$ cat config.mk
export PLATFORM = sky130hd
export DESIGN_NAME = appr_mul_accum
export DESIGN_NICKNAME = d
export VERILOG_FILES = /design/src/rtl/appr_mul_accum.sv
export SDC_FILE = /design/constraint.sdc
export NUM_CORES = 1
export LEC_CHECK = 0
export ABC_CLOCK_PERIOD_IN_PS = 2600
export CELL_PAD_IN_SITES_DETAIL_PLACEMENT = 0
export CELL_PAD_IN_SITES_GLOBAL_PLACEMENT = 1
export CORE_MARGIN = 2
export CORE_UTILIZATION = 38
export CTS_CLUSTER_SIZE = 24
export DETAILED_ROUTE_END_ITERATION = 7
export DONT_BUFFER_PORTS = 1
export PLACE_DENSITY_LB_ADDON = 0.15
export SLEW_MARGIN = 20
export SYNTH_ARGS = -nofsm -noshare
export SYNTH_HDL_FRONTEND = slang
export SYNTH_SLANG_ARGS = --single-unit
$ cat constraint.sdc
create_clock -name clk -period 2.6 [get_ports clk]
set_input_delay 0 -clock clk [delete_from_list [all_inputs] [get_ports clk]]
set_output_delay 0 -clock clk [all_outputs]
set_load 0.05 [all_outputs]
$ cat src/rtl/appr_mul_accum.sv
// Frame accumulator for signed 32-bit products from an approximate multiplier.
// Sums one frame of beats, counts them, flags signed overflow, and holds the result until taken.
module appr_mul_accum #(
    parameter int ACC_W = 40,
    parameter int CNT_W = 16
) (
    input  logic             clk,
    input  logic             rst_n,
    input  logic             in_valid,
    output logic             in_ready,
    input  logic [31:0]      in_prod,
    input  logic             in_last,
    input  logic             flush,
    output logic             out_valid,
    input  logic             out_ready,
    output logic [ACC_W-1:0] out_acc,
    output logic [CNT_W-1:0] out_cnt,
    output logic             out_ovf,
    output logic [1:0]       fsm_state
);

    // Handshake: a beat transfers when in_valid && in_ready && !flush at a rising edge;
    // a result transfers when out_valid && out_ready && !flush at a rising edge.
    typedef enum logic [1:0] {
        IDLE = 2'd0,
        ACC  = 2'd1,
        HOLD = 2'd2
    } state_t;

    state_t           state;
    state_t           state_next;
    logic [ACC_W-1:0] acc;
    logic [CNT_W-1:0] cnt;
    logic             ovf;

    logic             accept;
    logic [ACC_W-1:0] prod_ext;
    logic [ACC_W-1:0] sum;
    logic             sum_ovf;

    assign prod_ext = {{(ACC_W-32){in_prod[31]}}, in_prod};
    assign sum      = acc + prod_ext;
    // Overflow when both operands share a sign that the wrapped sum does not.
    assign sum_ovf  = (acc[ACC_W-1] == prod_ext[ACC_W-1]) && (sum[ACC_W-1] != acc[ACC_W-1]);
    assign accept   = in_valid && in_ready && !flush;

    always_comb begin
        state_next = state;
        in_ready   = 1'b0;
        out_valid  = 1'b0;
        case (state)
            IDLE: begin
                in_ready = 1'b1;
                if (accept) state_next = in_last ? HOLD : ACC;
            end
            ACC: begin
                in_ready = 1'b1;
                if (accept && in_last) state_next = HOLD;
            end
            HOLD: begin
                out_valid = 1'b1;
                if (out_ready) state_next = IDLE;
            end
            default: state_next = IDLE;
        endcase
        if (flush) state_next = IDLE;
    end

    always_ff @(posedge clk) begin
        if (!rst_n) begin
            state <= IDLE;
            acc   <= '0;
            cnt   <= '0;
            ovf   <= 1'b0;
        end else if (flush) begin
            state <= IDLE;
            acc   <= '0;
            cnt   <= '0;
            ovf   <= 1'b0;
        end else begin
            state <= state_next;
            if (accept) begin
                if (state == IDLE) begin
                    acc <= prod_ext;
                    cnt <= CNT_W'(1);
                    ovf <= 1'b0;
                end else begin
                    acc <= sum;
                    if (cnt != {CNT_W{1'b1}}) cnt <= cnt + CNT_W'(1);
                    if (sum_ovf) ovf <= 1'b1;
                end
            end
        end
    end

    assign out_acc   = acc;
    assign out_cnt   = cnt;
    assign out_ovf   = ovf;
    assign fsm_state = state;

endmodule

==> flow_metrics.tcl, run 1 <==
set metrics [dict create \
    status "complete, but fails checks" \
    violations "negative hold slack, negative setup slack" \
    grt_usage_pct 23.11 \
    report.final.hold_viol_count 2 \
    cts_made_buffers 9 \
    clock_path_buffers 2 \
    final_cell_mix "buf_4, a21oi_1, nand2_1, nor2_1" \
    grt_max_degree 44 \
    drtIter0Drc 262 \
    ys_types 56 \
    p_leak_nw 2.753 \
    portBuffers 0 \
    ys_seq_area_share_pct 25.43 \
    synth_ff_type "dfxtp_1" \
    max_freq_mhz 373.0 \
    dp_slack_ns -0.1411 \
    worst_pin_slew_ns 0.6976 \
    clk_latency_ns 0.34 \
    required_ns 2.84 \
    ff2ff_setup_slack_ns -0.08 \
    grt_pass1_vias 4788 \
    cp_max_fo 3 \
    peakVddDrop_uv 302.6 \
    clock_sinks 59 \
    fin_skew_ns 0.005985 \
    fin_hold_ws_ns -0.0008452 \
    ff2ff_path_depth 12 \
    cts.clk_slew.worst_paths_ns 0.06 \
    drc 0 \
    async_flop_share_pct 0 \
    antenna_found_initial 0 \
    avgRoutedWirePerCell_um 17.54 \
    num_vias 4934 \
    wl_met2_mm 6.764 \
    postSynthAreaPerCell_sq_um 7.806 \
    ys_warn_count 0 \
    viasPerCell 5.731 \
    internal_power_mw 1.875 \
    slew_viol_final 0 \
    period_needed_ns 2.681 \
    drive_above_1_share_pct 27.45 \
    post-route-period-util_pct 103.1 \
    critPathKind "flop to flop" \
    gr-total-overflow 0 \
    grt_pass1_wl_mm 24.14 \
    ant_nets 0 \
    syn_nets 674 \
    wirelength_mm 15.10 \
    die_h_um 114.6 \
    route.met3.wl_um 779 \
    r2r_start "out_acc[0]" \
    final_common_cell "buf_4" \
    top_layer_used "met4" \
    rsz0062_at_grt "true" \
    combPwrFrac_pct 22.4 \
    swShare_pct 31.88 \
    initial_core_util_pct 38.83 \
    row_count 40 \
    wl_met1_mm 7.382 \
    io_pins 99 \
    min_path_type "primary input to flop" \
    p_clk_share_pct 43.8 \
    cts_max_level 3 \
    worstSetupStartpoint "out_acc[0]" \
    dpl.hpwl_mm 10.64 \
    drtPass1Iterations 5 \
    syn_inst 595 \
    powerDensity_nw_per_um2 425.0 \
    finalWorstSetupSlack_ns -0.08077 \
    p_seq_share_pct 33.8 \
    synth-seq-cells 59 \
    synthToLayoutAreaGrowth_pct 39.44 \
    crit_path_end "out_acc[30]" \
    antennaDiodeCount 0 \
    arrival_ns 2.92 \
    cts_tree "built" \
    r2r-end "out_acc[30]" \
    core_area_sq_um 11960 \
    place_congestion 0.8777 \
    netlist_area_sq_um 4644 \
    synth-edff-count 0 \
    setup-violations-final 9 \
    dieArea_sq_um 13120 \
    fin_nets 788 \
    worstHoldPathCells 3 \
    cp-end-kind "flop" \
    switchingPower_mw 0.8775 \
    cts_root_buf "clkbuf_16" \
    relSlewSlack_pct 53.40 \
    die_w_um 114.6 \
    maxCapViolations 0 \
    min_from "in_prod[30]" \
    startpoint_type "flop" \
]
[layer usage]
layer  GRT usage (%)  vias to the layer above
li1                -                     2466
met1           31.51                     2336
met2           36.92                      120
met3           4.129                       12
met4           7.480                        0
met5               0                        -
[how the worst min path moves through the flow]
stage               slack [ns]            to
floorplan                 0.11  fsm_state[0]
global placement          0.11  fsm_state[0]
detailed placement        0.11  fsm_state[0]
CTS                      0.003       out_ovf
global route             0.007   out_acc[30]
finish                 -0.0008   out_acc[30]
[synthesized netlist by cell type, types with 2 or more instances]
| master | count | area share (%) |
|---|---|---|
| a2111oi_0 | 2 | 0.38 |
| dfxtp_1 | 59 | 25 |
| a31oi_1 | 7 | 0.94 |
| nand2_1 | 68 | 5.5 |
| nor2_1 | 38 | 3.1 |
| xor2_1 | 19 | 3.6 |
| o21bai_1 | 9 | 1.5 |
| clkbuf_1 | 30 | 2.4 |
| ha_1 | 40 | 11 |
| nor4_1 | 3 | 0.40 |
| o211ai_1 | 5 | 0.81 |
| o2111ai_1 | 2 | 0.38 |
| o41ai_1 | 2 | 0.38 |
| nand2b_1 | 4 | 0.54 |
| xnor2_1 | 24 | 4.5 |
| a211oi_1 | 7 | 1.1 |
| and2_1 | 2 | 0.27 |
| or3_1 | 4 | 0.54 |
| o21a_1 | 7 | 1.1 |
| nor3_1 | 11 | 1.2 |
| nor2b_1 | 7 | 0.94 |
| a21oi_1 | 73 | 7.9 |
| mux2i_1 | 3 | 0.65 |
| or2_2 | 3 | 0.40 |
| o21ai_0 | 32 | 3.4 |
| inv_1 | 12 | 0.97 |
| nand4_1 | 7 | 0.94 |
| a21o_1 | 32 | 5.2 |
| and3_1 | 9 | 1.2 |
| o221ai_1 | 28 | 5.3 |
| and4_1 | 2 | 0.38 |
| o31ai_1 | 5 | 0.81 |
| buf_2 | 2 | 0.22 |
| nand3_1 | 15 | 1.6 |
[cell families after synthesis]
logic type                 count (synthesis)  synth area share [%]
AOI/OAI and AO/OA                        229                 33.49
and+or+nand+nor                          176                 17.51
DFF                                       59                 25.43
buffers and inverters                     44                 3.610
xor gates and xnor gates                  43                 8.109
adders and majority gates                 41                 11.21
muxes                                      3                0.6466
[sequential cells by signal (all words and copies together), names as in the netlist]
register / count
out_acc: 40
fsm_state: 2
out_ovf: 1
out_cnt: 16
[power by group through the flow]
stage                     Combinational, mW  Clock (mW)  Sequential [mW]
after floorplan                       0.323           0             1.01
after global placement                0.533           0            0.949
after detailed placement              0.535           0            0.950
after CTS                             0.592        1.23            0.931
after global routing                  0.671        1.27            0.933
final                                 0.618        1.20            0.931
[stage by stage]
stage                     std cells  TNS (ns)  power (mW)  cell area, sq um  utilization [%]
after global routing            861    -2.448       2.871              6476            54.14
final                           861   -0.3586       2.753              6476            54.14
after global placement          805   -0.3373       1.482              5560            46.49
after CTS                       857   -0.1661       2.752              6291            52.59
after detailed placement        805    -1.172       1.485              5560            46.49
after floorplan                 595  -0.05081       1.337              4788                -
[area by class of cell]
| class | count | area [sq um] |
|---|---|---|
| tap | 147 | 183.9 |
| timing repair buffer | 135 | 1106 |
| multi-input combinational | 492 | 3612 |
| clock inverter | 6 | 46.29 |
| sequential | 59 | 1232 |
| clock buffer | 10 | 250.2 |
| inverter | 12 | 45.04 |
| fill | 1147 | 5485 |
[critical path, cell delays in order (launching register included)]
cell and delay, ns:
dfxtp_4 0.35, ha_4 0.14, fa_2 0.21, a211oi_2 0.08, o21ai_1 0.18, a21oi_2 0.11, a311oi_2 0.30, nand4_1 0.18
a2111o_1 0.46, buf_4 0.16, a211oi_2 0.16, nor4_1 0.06, o21a_1 0.18
[what timing repair did]
action,CTS,global route
setup endpoints to repair,20,23
buffers inserted,2,4
hold buffers,34,0
gates resized for setup,15,31
hold endpoints to repair,33,0
pin swaps,13,24
Note: power is estimated with default switching activity, not from simulation.
==> run 2, diff against run 1 <==
--- a/config.mk
+++ b/config.mk
@@ -5,7 +5,7 @@
 export SDC_FILE = /design/constraint.sdc
 export NUM_CORES = 1
 export LEC_CHECK = 0
-export ABC_CLOCK_PERIOD_IN_PS = 2600
+export ABC_CLOCK_PERIOD_IN_PS = 2200
 export CELL_PAD_IN_SITES_DETAIL_PLACEMENT = 0
 export CELL_PAD_IN_SITES_GLOBAL_PLACEMENT = 1
 export CORE_MARGIN = 2
@@ -13,7 +13,7 @@
 export CTS_CLUSTER_SIZE = 24
 export DETAILED_ROUTE_END_ITERATION = 7
 export DONT_BUFFER_PORTS = 1
-export PLACE_DENSITY_LB_ADDON = 0.15
+export PLACE_DENSITY_LB_ADDON = 0.1
 export SLEW_MARGIN = 20
 export SYNTH_ARGS = -nofsm -noshare
 export SYNTH_HDL_FRONTEND = slang
==> constraint.sdc (replaced) <==
create_clock -name clk -period 2.2 [get_ports clk]
set_input_delay 0 -clock clk [delete_from_list [all_inputs] [get_ports clk]]
set_output_delay 0 -clock clk [all_outputs]
set_load 0.05 [all_outputs]
==> run 2 against run 1 <==
  * The flow finishes with violations (negative setup slack)
  * Sequential power increased by 17%
  * Hold slack gained 0.029 ns
  * Cell area increased by 14%
  * Count of clock-buffer cells in the layout shrank 1
  * Cell count up 10%
  * Flip-flop and latch count is the same
  * Via count is 9.0% higher
  * Power grew 21%
  * Die area stayed put
  * Routed wire length grew 9.6%
  * Global-route usage up 2.1 points
  * Utilization up 7.6 points
  * Critical endpoint is now out_acc[38]
==> flow_metrics.tcl, run 2 (synthesis gave the netlist of run 1 again) <==
set metrics [dict create \
    wirelength_mm 16.55 \
    register_area_sq_um 1251 \
    cts_tree "built" \
    gr-total-overflow 0 \
    required_ns 2.42 \
    max_freq_mhz 375.7 \
    clk_latency_ns 0.34 \
    clock_path_buffers 2 \
    die_w_um 114.6 \
    slowest_delay_ns 0.46 \
    die_h_um 114.6 \
    core_area_sq_um 11960 \
    report.final.hold_viol_count 0 \
    crit_chain "ha_4 -> a21o_1 -> a211oi_2 -> nor2b_1 -> a311oi_2 -> nand4_1 -> a2111o_1 -> a211oi_2 -> mux2i_1 -> o211ai_1" \
    cp_max_fo 5 \
    multi_input_area_sq_um 3800 \
    worst_pin_slew_ns 0.7048 \
    drtIter0Drc 325 \
    rsz0062_at_grt "true" \
    antenna_found_initial 0 \
    dpl.hpwl_mm 11.65 \
    finalWorstSetupSlack_ns -0.4616 \
    slew_viol_final 0 \
    cts_root_buf "clkbuf_16" \
    synthToLayoutAreaGrowth_pct 58.97 \
    drtPass1Iterations 4 \
    dieArea_sq_um 13120 \
    place_congestion 0.9022 \
    violations "negative setup slack" \
    num_vias 5378 \
    critPathKind "flop to flop" \
    setup-violations-final 31 \
    power_mw 3.338 \
    cts_made_buffers 9 \
    startpoint_type "flop" \
    antennaDiodeCount 0 \
    avgRoutedWirePerCell_um 17.40 \
    fin_setup_tns_ns -8.255 \
    fin_skew_ns 0.006334 \
    slowest_stage "a2111o_1" \
    ant_nets 0 \
    utilization_pct 61.73 \
    p_leak_nw 3.246 \
    period_needed_ns 2.662 \
    portBuffers 0 \
    viasPerCell 5.655 \
    status "complete, but fails checks" \
    grt_pass1_vias 5413 \
    post-route-period-util_pct 121.0 \
    cp-end-kind "flop" \
    relSlewSlack_pct 52.91 \
    fin_nets 878 \
    cts.clk_slew.worst_paths_ns 0.06 \
    grt_max_degree 44 \
    grt_usage_pct 25.17 \
    final_common_cell "buf_4" \
    drc 0 \
    maxCapViolations 0 \
    fillCellCount 1075 \
    cts_max_level 3 \
    cpMostUsedCell "a211oi_2" \
    largest_reg_flops 40 \
    arrival_ns 2.88 \
    grt_pass1_wl_mm 26.43 \
    powerDensity_nw_per_um2 452.1 \
    row_count 40 \
    drive_above_1_share_pct 39.18 \
    final_cell_mix "buf_4, nand2_1, a21oi_1, dlygate4sd3_1, a21o_1" \
    min_path_type "primary input to flop" \
    worst-path-buf-inv 0 \
    io_pins 99 \
    cpLargestDelayFamily "compound AO/OA/AOI/OAI gates" \
    peakVddDrop_uv 382.0 \
    initial_core_util_pct 38.83 \
    clock_sinks 59 \
]
[run 2: cell count changes in the layout (fill, tap and decap cells not counted), moves of 4 or more]
cell,previous run,this run
buf_4,99,180
ha_4,5,10
buf_6,2,9
xnor2_2,2,6
ha_1,31,27
clkinvlp_4,0,4
dfxtp_1,34,29
nor2_1,35,31
dfxtp_4,8,13
[run 2: stage by stage]
step / cell area, sq um / setup slack (ns) / hold WS, ns / cells
3_3_place_gp: 6238 / -0.4394 / 0.1127 / 886
2_1_floorplan: 4862 / -0.4278 / 0.1053 / 595
3_5_place_dp: 6238 / -0.5156 / 0.1124 / 886
4_1_cts: 7118 / -0.4366 / 0.009554 / 942
5_1_grt: 7383 / -0.5706 / 0.02572 / 951
6_report: 7383 / -0.4616 / 0.02781 / 951
[run 2: per-layer routing]
metal | vias up | track usage (%) | share of wire [%]
met5 | - | 0 | 0
met4 | 0 | 8.618 | 1.2
met3 | 19 | 5.611 | 5.7
met2 | 141 | 39.25 | 46
met1 | 2583 | 34.28 | 47
li1 | 2635 | - | -
[run 2: worst paths after layout]
| path | startpoint | to | slack [ns] | cells past startpoint |
|---|---|---|---|---|
| setup / recovery | out_acc[11] | out_acc[38] | -0.46 | 10 |
| hold reg to reg | out_acc[1] | out_acc[1] | 0.66 | 3 |
| setup reg to reg | out_acc[11] | out_acc[38] | -0.46 | 10 |
| hold / removal | in_prod[31] | out_ovf | 0.03 | 4 |
[run 2: repair_timing]
action                                  CTS  global route
endpoints found under the hold margin    43             0
hold buffers                             35             0
pin swaps                                42            42
endpoints found under the setup margin   32            37
resized for setup                        44            33
buffers inserted                          6             9
[run 2: power by group]
group	switching [mW]	internal, mW
logic	0.482	0.395
clock network	0.598	0.768
registers	0.0142	1.08
[run 2: tightest hold or removal path: stages]
cell and delay [ns]:
or2_2 0.08, mux2i_1 0.08, a21oi_1 0.13, nor2_1 0.05
[run 2: final cells by class]
type / instances / area share, %
well taps: 147 / 2.491
inverters: 12 / 0.6609
multi-input cells: 492 / 51.47
clock inverters: 7 / 0.6948
flip-flops and latches: 59 / 16.95
repair buffers: 225 / 24.69
clock buffers: 9 / 3.050
==> run 3, diff against run 2 <==
==> constraint.sdc (replaced) <==
create_clock -name clk -period 2.2 [get_ports clk]
set_input_delay 0 -clock clk [delete_from_list [all_inputs] [get_ports clk]]
set_output_delay 0 -clock clk [all_outputs]
set_load 0.01 [all_outputs]
==> run 3 against run 2 <==
  * The flow still finishes with violations (negative setup slack)
  * Fmax decreased by 0.25%
  * Die area is the same
  * Flip-flop and latch count unchanged
  * Routed wire length is 2.8% lower
  * Largest cell class unchanged
  * Combinational power down 9.3%
  * Cell count shrank 1.2%
==> flow_metrics.tcl, run 3 (synthesis gave the netlist of run 1 again) <==
set metrics [dict create \
    swShare_pct 31.84 \
    crit_chain "ha_4 -> fa_2 -> a211oi_2 -> o21ai_1 -> a21oi_2 -> a311oi_2 -> nand4_1 -> a2111o_1 -> a211oi_2 -> mux2i_1 -> o211ai_1" \
    dieArea_sq_um 13120 \
    final_common_cell "buf_4" \
    drtIter0Drc 348 \
    grt_usage_pct 24.09 \
    post-route-period-util_pct 121.3 \
    cts_made_buffers 9 \
    worstSetupStartpoint "out_acc[0]" \
    worst_pin_slew_ns 0.5249 \
    setup-violations-final 34 \
    io_pins 99 \
    required_ns 2.43 \
    drtPass1Iterations 5 \
    avgRoutedWirePerCell_um 17.11 \
    num_vias 5307 \
    antenna_found_initial 0 \
    status "complete, but fails checks" \
    die_w_um 114.6 \
    p_seq_share_pct 33.5 \
    wirelength_mm 16.09 \
    cts_max_level 3 \
    internal_power_mw 2.245 \
    fillCellCount 1056 \
    place_congestion 0.8897 \
    drive_above_1_share_pct 35.18 \
    fin_nets 867 \
    clock_sinks 59 \
    p_leak_nw 3.193 \
    die_h_um 114.6 \
    dp_slack_ns -0.4625 \
    report.final.hold_viol_count 0 \
    slowest_delay_ns 0.46 \
    cts_tree "built" \
    p_clk_share_pct 42.3 \
    critPathKind "flop to flop" \
    switchingPower_mw 1.049 \
    final_cell_mix "buf_4, nand2_1, a21oi_1, dfxtp_1, dlygate4sd3_1" \
    drc 0 \
    dpl.hpwl_mm 11.16 \
    synthToLayoutAreaGrowth_pct 55.25 \
    multi_input_area_sq_um 3785 \
    grt_pass1_wl_mm 25.14 \
    portBuffers 0 \
    grt_max_degree 44 \
    min_path_type "primary input to flop" \
    clk_latency_ns 0.36 \
    maxCapViolations 0 \
    grt_pass1_vias 5112 \
    antennaDiodeCount 0 \
    period_needed_ns 2.668 \
    core_area_sq_um 11960 \
    ant_nets 0 \
    slowest_stage "a2111o_1" \
    clock_path_buffers 2 \
    fin_cells 940 \
    powerDensity_nw_per_um2 456.8 \
    cp-end-kind "flop" \
    cts.clk_slew.worst_paths_ns 0.06 \
    cp_max_fo 3 \
    stdcell_area_sq_um 7211 \
    dp_cells 872 \
    row_count 40 \
    register_area_sq_um 1199 \
    finalWorstSetupSlack_ns -0.4682 \
    arrival_ns 2.90 \
    placed_area_sq_um 6067 \
    gr-total-overflow 0 \
    startpoint_type "flop" \
    ff2ff_setup_slack_ns -0.47 \
    slew_viol_final 0 \
    relSlewSlack_pct 64.74 \
    violations "negative setup slack" \
    combPwrFrac_pct 24.2 \
    fin_skew_ns 0.009712 \
    viasPerCell 5.646 \
    cts_root_buf "clkbuf_16" \
    power_mw 3.294 \
    rsz0062_at_grt "true" \
    initial_core_util_pct 38.83 \
    largest_reg_flops 40 \
    min_from "rst_n" \
    utilization_pct 60.28 \
    max_freq_mhz 374.8 \
    r2r_start "out_acc[0]" \
    cpMostUsedCell "a211oi_2" \
    peakVddDrop_uv 290.2 \
]
==> run 3: worst max-delay path: cells and delay by family (launching register included) <==
kind,cells,cell delay [ns]
compound gates,7,1.47
fa+ha+maj,2,0.34
flops,1,0.36
mux,1,0.21
simple gates,1,0.18
==> run 3: through the flow <==
stage | setup TNS [ns] | hold WS (ns)
detailed placement | -9.592 | 0.1228
floorplan | -4.312 | 0.1129
CTS | -8.271 | 0.01525
finish | -9.171 | 0.01580
global placement | -8.808 | 0.1171
global route | -14.03 | 0.04830
==> run 3: area by class of cell <==
cell class,count,area share [%]
Inverter,12,0.6247
Tap cell,147,2.551
Multi-Input combinational cell,492,52.49
Timing Repair Buffer,214,23.86
Clock inverter,7,0.7288
Clock buffer,9,3.123
Sequential cell,59,16.62
==> run 3: final timing paths <==
check | end | cells past startpoint
setup / recovery | out_acc[38] | 11
hold / removal | out_acc[34] | 4
setup reg to reg | out_acc[38] | 11
hold reg to reg | out_ovf | 2
==> run 3: timing repair <==
item / CTS / global route
hold endpoints to repair: 36 / 0
pin swaps: 29 / 41
endpoints found under the setup margin: 33 / 39
hold buffers: 35 / 0
resized for setup: 40 / 37
setup buffers: 12 / 7
==> run 3: metal layers <==
layer | wire [um] | GRT usage [%] | vias to the layer above
met1 | 7423 | 31.49 | 2535
li1 | - | - | 2608
met2 | 7418 | 39.41 | 145
met4 | 257 | 6.341 | 0
met3 | 987 | 6.247 | 19
met5 | 0 | 0 | -
==> run 3: power by group through the flow <==
stage / logic [mW] / clock network (mW) / registers (mW)
global route: 0.865 / 1.46 / 1.11
CTS: 0.750 / 1.41 / 1.10
global placement: 0.656 / 0 / 1.13
detailed placement: 0.658 / 0 / 1.13
finish: 0.796 / 1.39 / 1.10
floorplan: 0.387 / 0 / 1.14
